$ cat config.mk
export PLATFORM = sky130hd
export DESIGN_NAME = lfsr_rand_arbiter_flat
export DESIGN_NICKNAME = d
export VERILOG_FILES = /design/src/rtl/lfsr_rand_arbiter_if.sv /design/src/rtl/lfsr_rand_arbiter.sv /design/src/flat_wrapper.sv
export SDC_FILE = /design/constraint.sdc
export NUM_CORES = 1
export LEC_CHECK = 0
export ABC_AREA = 1
export ABC_CLOCK_PERIOD_IN_PS = 3400
export CORE_ASPECT_RATIO = 0.6
export CORE_MARGIN = 5
export CORE_UTILIZATION = 60
export CTS_CLUSTER_SIZE = 10
export DETAILED_ROUTE_END_ITERATION = 10
export DONT_BUFFER_PORTS = 1
export PLACE_DENSITY = 0.76
export SETUP_SLACK_MARGIN = 0.5
export SKIP_CTS_REPAIR_TIMING = 1
export SLEW_MARGIN = 20
export SYNTH_ARGS = -nofsm -noshare
export SYNTH_HDL_FRONTEND = slang
export SYNTH_SLANG_ARGS = --single-unit
export TNS_END_PERCENT = 20
$ cat constraint.sdc
create_clock -name clk -period 3.4 [get_ports clk]
set_clock_uncertainty 0.1 [all_clocks]
set_input_delay 0.68 -clock clk [delete_from_list [all_inputs] [get_ports clk]]
set_output_delay 0.68 -clock clk [all_outputs]
set_load 0.01 [all_outputs]
$ cat src/rtl/lfsr_rand_arbiter_if.sv
// ============================================================================
//  Module      : lfsr_rand_arbiter_if
//  Description : Bundle of request/grant, random-word and LFSR control
//                signals between lfsr_rand_arbiter and its environment.
//                master : requesters + LFSR side (drive req, lfsr_q)
//                slave  : the arbiter itself
//                Optional LFSR_ARB_RESEED_EN adds reseed / reseed_value.
//  Revision    : 1.0 - initial release
// ============================================================================
`default_nettype none

interface lfsr_rand_arbiter_if #(
    parameter int NUM_REQ = 4,
    parameter int OUT_W   = 8
);
    logic [NUM_REQ-1:0] req;
    logic [NUM_REQ-1:0] gnt;
    logic               rnd_valid;
    logic [OUT_W-1:0]   rnd_data;
    logic               busy;
    logic [7:0]         lfsr_seed;
    logic               lfsr_load;
    logic               lfsr_q;
`ifdef LFSR_ARB_RESEED_EN
    logic               reseed;
    logic [7:0]         reseed_value;
`endif

    modport master (
        output req,
        output lfsr_q,
`ifdef LFSR_ARB_RESEED_EN
        output reseed,
        output reseed_value,
`endif
        input  gnt,
        input  rnd_valid,
        input  rnd_data,
        input  busy,
        input  lfsr_seed,
        input  lfsr_load
    );

    modport slave (
        input  req,
        input  lfsr_q,
`ifdef LFSR_ARB_RESEED_EN
        input  reseed,
        input  reseed_value,
`endif
        output gnt,
        output rnd_valid,
        output rnd_data,
        output busy,
        output lfsr_seed,
        output lfsr_load
    );
endinterface

`default_nettype wire

$ cat src/rtl/lfsr_rand_arbiter.sv
// ============================================================================
//  Module      : lfsr_rand_arbiter
//  Description : Shares one serial 8-bit LFSR between NUM_REQ requesters.
//                After reset it seeds and warms the LFSR (8 discarded bits),
//                then per request gathers OUT_W serial bits (first bit in the
//                MSB) and delivers the word with a one-cycle one-hot grant to
//                the round-robin winner.
//  Ports       : clk            system clock, rising edge
//                rst            asynchronous active-low reset
//                bus (slave)    req/gnt/rnd_valid/rnd_data/busy,
//                               lfsr_seed/lfsr_load/lfsr_q
//                               (+ reseed/reseed_value)
//  Macro       : LFSR_ARB_RESEED_EN - enables run-time reseeding
//  Revision    : 1.0 - initial release
// ============================================================================
`default_nettype none

module lfsr_rand_arbiter #(
    parameter int         NUM_REQ = 4,
    parameter int         OUT_W   = 8,
    parameter logic [7:0] SEED    = 8'hA5
) (
    input  wire logic          clk,
    input  wire logic          rst,
    lfsr_rand_arbiter_if.slave bus
);

    localparam int         IDX_W    = (NUM_REQ > 1) ? $clog2(NUM_REQ) : 1;
    localparam int         SUM_W    = IDX_W + 1;
    localparam int         CNT_W    = 5;
    localparam logic [7:0] SEED_EFF = (SEED == 8'h00) ? 8'h01 : SEED;
    localparam logic [SUM_W-1:0] NREQ_C    = SUM_W'(NUM_REQ);
    localparam logic [CNT_W-1:0] WARM_LAST = CNT_W'(7);
    localparam logic [CNT_W-1:0] GATH_LAST = CNT_W'(OUT_W - 1);

    typedef enum logic [2:0] {
        ST_SEED    = 3'd0,
        ST_WARM    = 3'd1,
        ST_IDLE    = 3'd2,
        ST_GATHER  = 3'd3,
        ST_DELIVER = 3'd4
    } state_t;

    state_t             state_q, state_d;
    logic [IDX_W-1:0]   ptr_q,   ptr_d;
    logic [IDX_W-1:0]   win_q,   win_d;
    logic [CNT_W-1:0]   cnt_q,   cnt_d;
    logic [OUT_W-1:0]   shreg_q, shreg_d;
    logic [NUM_REQ-1:0] gnt_q,   gnt_d;
    logic               valid_q, valid_d;
    logic [OUT_W-1:0]   data_q,  data_d;
    logic               load_q,  load_d;
    logic [7:0]         seed_q,  seed_d;

    logic               rr_found;
    logic [IDX_W-1:0]   rr_win;
    logic [SUM_W-1:0]   rr_sum;

    // Round-robin search: first asserted request strictly after the pointer.
    always_comb begin
        rr_found = 1'b0;
        rr_win   = '0;
        rr_sum   = '0;
        for (int k = 1; k <= NUM_REQ; k++) begin
            rr_sum = {1'b0, ptr_q} + SUM_W'(k);
            if (rr_sum >= NREQ_C) begin
                rr_sum = rr_sum - NREQ_C;
            end
            if (!rr_found && bus.req[rr_sum[IDX_W-1:0]]) begin
                rr_found = 1'b1;
                rr_win   = rr_sum[IDX_W-1:0];
            end
        end
    end

    always_comb begin
        state_d = state_q;
        ptr_d   = ptr_q;
        win_d   = win_q;
        cnt_d   = cnt_q;
        shreg_d = shreg_q;
        gnt_d   = '0;
        valid_d = 1'b0;
        data_d  = data_q;
        load_d  = 1'b0;
        seed_d  = seed_q;

        case (state_q)
            ST_SEED: begin
                load_d  = 1'b1;
                cnt_d   = '0;
                state_d = ST_WARM;
            end
            ST_WARM: begin
                cnt_d = cnt_q + CNT_W'(1);
                if (cnt_q == WARM_LAST) begin
                    cnt_d   = '0;
                    state_d = ST_IDLE;
                end
            end
            ST_IDLE: begin
                if (rr_found) begin
                    win_d   = rr_win;
                    cnt_d   = '0;
                    state_d = ST_GATHER;
                end
            end
            ST_GATHER: begin
                shreg_d = {shreg_q[OUT_W-2:0], bus.lfsr_q};
                cnt_d   = cnt_q + CNT_W'(1);
                if (cnt_q == GATH_LAST) begin
                    state_d = ST_DELIVER;
                end
            end
            ST_DELIVER: begin
                // Outputs are registered here so a same-cycle reseed can
                // still suppress the grant.
                gnt_d[win_q] = 1'b1;
                valid_d      = 1'b1;
                data_d       = shreg_q;
                ptr_d        = win_q;
                state_d      = ST_IDLE;
            end
            default: begin
                state_d = ST_SEED;
            end
        endcase

`ifdef LFSR_ARB_RESEED_EN
        // Reseed overrides everything: in-flight word dropped, pointer kept.
        if (bus.reseed) begin
            state_d = ST_SEED;
            seed_d  = (bus.reseed_value == 8'h00) ? 8'h01 : bus.reseed_value;
            gnt_d   = '0;
            valid_d = 1'b0;
            data_d  = data_q;
            ptr_d   = ptr_q;
            cnt_d   = '0;
            load_d  = 1'b0;
        end
`endif
    end

    always_ff @(posedge clk or negedge rst) begin
        if (!rst) begin
            state_q <= ST_SEED;
            ptr_q   <= IDX_W'(NUM_REQ - 1);
            win_q   <= '0;
            cnt_q   <= '0;
            shreg_q <= '0;
            gnt_q   <= '0;
            valid_q <= 1'b0;
            data_q  <= '0;
            load_q  <= 1'b0;
            seed_q  <= SEED_EFF;
        end else begin
            state_q <= state_d;
            ptr_q   <= ptr_d;
            win_q   <= win_d;
            cnt_q   <= cnt_d;
            shreg_q <= shreg_d;
            gnt_q   <= gnt_d;
            valid_q <= valid_d;
            data_q  <= data_d;
            load_q  <= load_d;
            seed_q  <= seed_d;
        end
    end

    assign bus.gnt       = gnt_q;
    assign bus.rnd_valid = valid_q;
    assign bus.rnd_data  = data_q;
    assign bus.lfsr_load = load_q;
    assign bus.lfsr_seed = seed_q;
    assign bus.busy      = (state_q != ST_IDLE);

endmodule

`default_nettype wire

$ cat src/flat_wrapper.sv
// flat-port wrapper written by rule: the top's interface ports become plain ports
module lfsr_rand_arbiter_flat 
#(
    parameter int         NUM_REQ = 4,
    parameter int         OUT_W   = 8,
    parameter logic [7:0] SEED    = 8'hA5
)
  (clk, rst, bus_req, bus_lfsr_q, bus_gnt, bus_rnd_valid, bus_rnd_data, bus_busy, bus_lfsr_seed, bus_lfsr_load);
  lfsr_rand_arbiter_if #(.NUM_REQ(NUM_REQ), .OUT_W(OUT_W)) bus_i ();
  input  wire logic clk;
  input  wire logic rst;
  input wire logic [$bits(bus_i.req)-1:0] bus_req;
  input wire logic [$bits(bus_i.lfsr_q)-1:0] bus_lfsr_q;
  output wire logic [$bits(bus_i.gnt)-1:0] bus_gnt;
  output wire logic [$bits(bus_i.rnd_valid)-1:0] bus_rnd_valid;
  output wire logic [$bits(bus_i.rnd_data)-1:0] bus_rnd_data;
  output wire logic [$bits(bus_i.busy)-1:0] bus_busy;
  output wire logic [$bits(bus_i.lfsr_seed)-1:0] bus_lfsr_seed;
  output wire logic [$bits(bus_i.lfsr_load)-1:0] bus_lfsr_load;
  assign bus_i.req = bus_req;
  assign bus_i.lfsr_q = bus_lfsr_q;
  assign bus_gnt = bus_i.gnt;
  assign bus_rnd_valid = bus_i.rnd_valid;
  assign bus_rnd_data = bus_i.rnd_data;
  assign bus_busy = bus_i.busy;
  assign bus_lfsr_seed = bus_i.lfsr_seed;
  assign bus_lfsr_load = bus_i.lfsr_load;
  lfsr_rand_arbiter #(.NUM_REQ(NUM_REQ), .OUT_W(OUT_W), .SEED(SEED)) u_core (.clk(clk), .rst(rst), .bus(bus_i));
endmodule
==> results.py <==
metrics = {
    "synth": {
        "synth_edf_count": 0,
        "ys.flop_type": "dfrtp_1",
        "seq_area_frac_synth": 0.489,
        "async_flop_share": 1.00,
        "ys_seq_elements": 34,
        "avgSynthCellArea_sq_um": 8.31,
        "syn_inst": 210,
        "netlist_area_sq_um": 1740,
        "synth.distinct_cells": 30,
        "synth.yosys.warnings": 0,
    },
    "drt": {
        "via_per_inst": 4.98,
        "postRouteAntennaNets": 0,
        "vias": 1269,
        "drtIter0Drc": 61,
        "drc_errors": 0,
        "wl_mm": 3.37,
        "firstDrtPassIters": 4,
        "routedWlPerCell_microns": 13.2,
    },
    "placed_design": {
        "pre_cts_ws_ps": 1610,
        "dp_hpwl_mm": 2.41,
        "port_buffers": 0,
        "gp_congestion": 0.805,
    },
    "die": {
        "die_y_microns": 51.8,
        "ios": 30,
        "die_x_microns": 79.6,
        "core_area_sq_um": 2830,
        "start_util": 0.615,
        "dieArea_sq_um": 4120,
        "num_rows": 15,
    },
    "clock_tree": {
        "clkLatencyLatePin_ps": 290,
        "clock_sinks": 34,
        "cts-root-buf": "clkbuf_8",
        "clk_pin_slew_worst_paths_ps": 70,
        "clk_path_buf_depth": 2,
        "cts_tree": "done",
        "cts_made_buffers": 5,
        "htree_levels": 2,
    },
    "worst_setup_path": {
        "cp.arrival_ps": 1320,
        "path_cells": "nor2_1 -> inv_1 -> nor2_2 -> inv_1",
        "worst_path_most_repeated_cell": "inv_1",
        "max_stage_delay_ps": 420,
        "r2r_start": "u_core.ptr_q[0]",
        "regToRegSetupSlack_ps": 1620,
        "slowest_stage": "dfrtp_1",
        "start_kind": "register",
        "cp-end-kind": "output pin",
        "crit_type": "register to output pin",
        "endpoint": "bus_busy",
        "startpoint": "u_core.state_q[2]",
        "reg2regPathDepth": 9,
        "rr_endpoint": "u_core.win_q[0]",
        "crit_fanout": 5,
        "cp.required_ps": 2620,
    },
    "sta": {
        "setup_viol": 0,
        "worst_slew_pin_slew_ps": 569,
        "rsz0062_at_grt": "no",
        "final_max_slew_viol_count": 0,
        "hold_ws_ps": 110,
        "period_needed_ps": 2100,
        "fin_crit_sh": 0.619,
        "hold_viol": 0,
        "finalSetupTns_ps": 0,
        "relSlewSlack": 0.618,
        "fmax_mhz": 475,
        "setup_slack_ps": 1300,
    },
    "pwr": {
        "leakage_nw": 0.958,
        "power_density_nw_per_um2": 960,
        "ir_worst_vdd_mv": 0.542,
        "power_mw": 1.77,
    },
    "global_routing": {
        "grt_pass1_vias": 1180,
        "track_usage": 0.186,
        "antenna_found_initial": 0,
        "overflow": 0,
        "grt_max_degree": 35,
        "grt_pass1_wl_mm": 5.61,
    },
    "final_layout": {
        "num-fill-cells": 235,
        "diodes": 0,
        "seqCellArea_sq_um": 853,
        "drive_above_1_share": 0.164,
        "multiInputGateArea_sq_um": 729,
        "syn2layout_area_growth_pct": 5.74,
        "fin_nets": 220,
    },
    "status": {
        "outcome": "finished clean",
    },
    "run": {
        "drv_cap": 0,
    },
    "hold_path": {
        "hp-class": "primary input to async pin",
    },
}
## state kept, by name, summed over array words and instances (netlist names)
| name | cells |
|---|---|
| u_core.bus.rnd_data | 8 |
| u_core.shreg_q | 8 |
| u_core.cnt_q | 5 |
| u_core.bus.gnt | 4 |
| u_core.state_q | 3 |
| u_core.ptr_q | 2 |
| u_core.win_q | 2 |
| u_core.bus.lfsr_load | 1 |
| u_core.bus.rnd_valid | 1 |
## metrics by stage
stage,instance area [sq um],util,instances
final,1840,0.651,255
after global routing,1840,0.651,255
after CTS,1820,0.644,254
after detailed placement,1730,0.611,246
after global placement,1730,0.611,246
after floorplan,1770,-,216
## layout make-up
class                   count  area share
well taps                  42      0.0285
flip-flops and latches     34       0.463
repair buffers              1      0.0109
clock inverters             1     0.00271
inverters                  24      0.0529
multi-input cells         146       0.396
clock buffers               7      0.0468
## worst min path at each step
stage / start / end / slack, ps / depth (start not counted)
final: rst / u_core.state_q[2] / 110 / 1
after global routing: rst / u_core.ptr_q[0] / 100 / 0
after CTS: rst / u_core.bus.lfsr_load / -30 / 0
after detailed placement: rst / u_core.bus.lfsr_load / 290 / 0
after global placement: rst / u_core.bus.lfsr_load / 290 / 0
after floorplan: rst / u_core.bus.gnt[0] / 280 / 0
## where the power goes
part / total [mW] / internal, mW / switching [mW]
registers: 0.726 / 0.564 / 0.162
logic: 0.740 / 0.253 / 0.487
clock network: 0.305 / 0.163 / 0.142
## cell families (layout without fill, tap and decap cells)
kind of cell	count (synthesis)	count (layout)	synth area share
compound gates	25	25	0.0775
xor+xnor	2	2	0.0100
fa+ha+maj	1	1	0.00717
buf+inv	36	33	0.105
flops	34	34	0.489
other cells	2	8	0.00431
simple gates	110	110	0.306
## synthesized netlist by cell type, types with 2 or more instances
cell type | instances | area, sq um
nand2_2 | 11 | 68.8
nand2_1 | 66 | 248
buf_4 | 9 | 67.6
o21ai_0 | 18 | 90.1
a21oi_1 | 3 | 15.0
conb_1 | 2 | 7.51
inv_2 | 2 | 7.51
clkbuf_1 | 2 | 7.51
nand2_4 | 5 | 56.3
nor2_1 | 11 | 41.3
dfstp_2 | 2 | 52.6
nand3_1 | 11 | 55.1
dfrtp_1 | 32 | 801
inv_1 | 20 | 75.1
## layout by cell type, fill, tap and decap left out, types with 2 or more instances in the layout
cell type / count
nand3_1: 11
o21ai_0: 18
dfrtp_1: 32
inv_1: 20
a21oi_1: 3
nand2_4: 5
conb_1: 8
nor2_1: 11
nand2_1: 66
dfstp_2: 2
inv_2: 2
clkbuf_8: 6
nand2_2: 11
## layer usage
metal | global-route usage | share of wire | wire length, microns | vias up
li1 | - | - | - | 641
met1 | 0.236 | 0.46 | 1540 | 588
met2 | 0.276 | 0.44 | 1490 | 35
met3 | 0.0952 | 0.093 | 313 | 5
met4 | 0.0600 | 0.0077 | 26 | 0
met5 | 0 | 0 | 0 | -
## critical path, delay by kind of cell (launching register included)
kind	cells	cell delay, ps
buf+inv	2	230
flops	1	420
simple gates	2	380
Power figures use the tool's default switching activity.
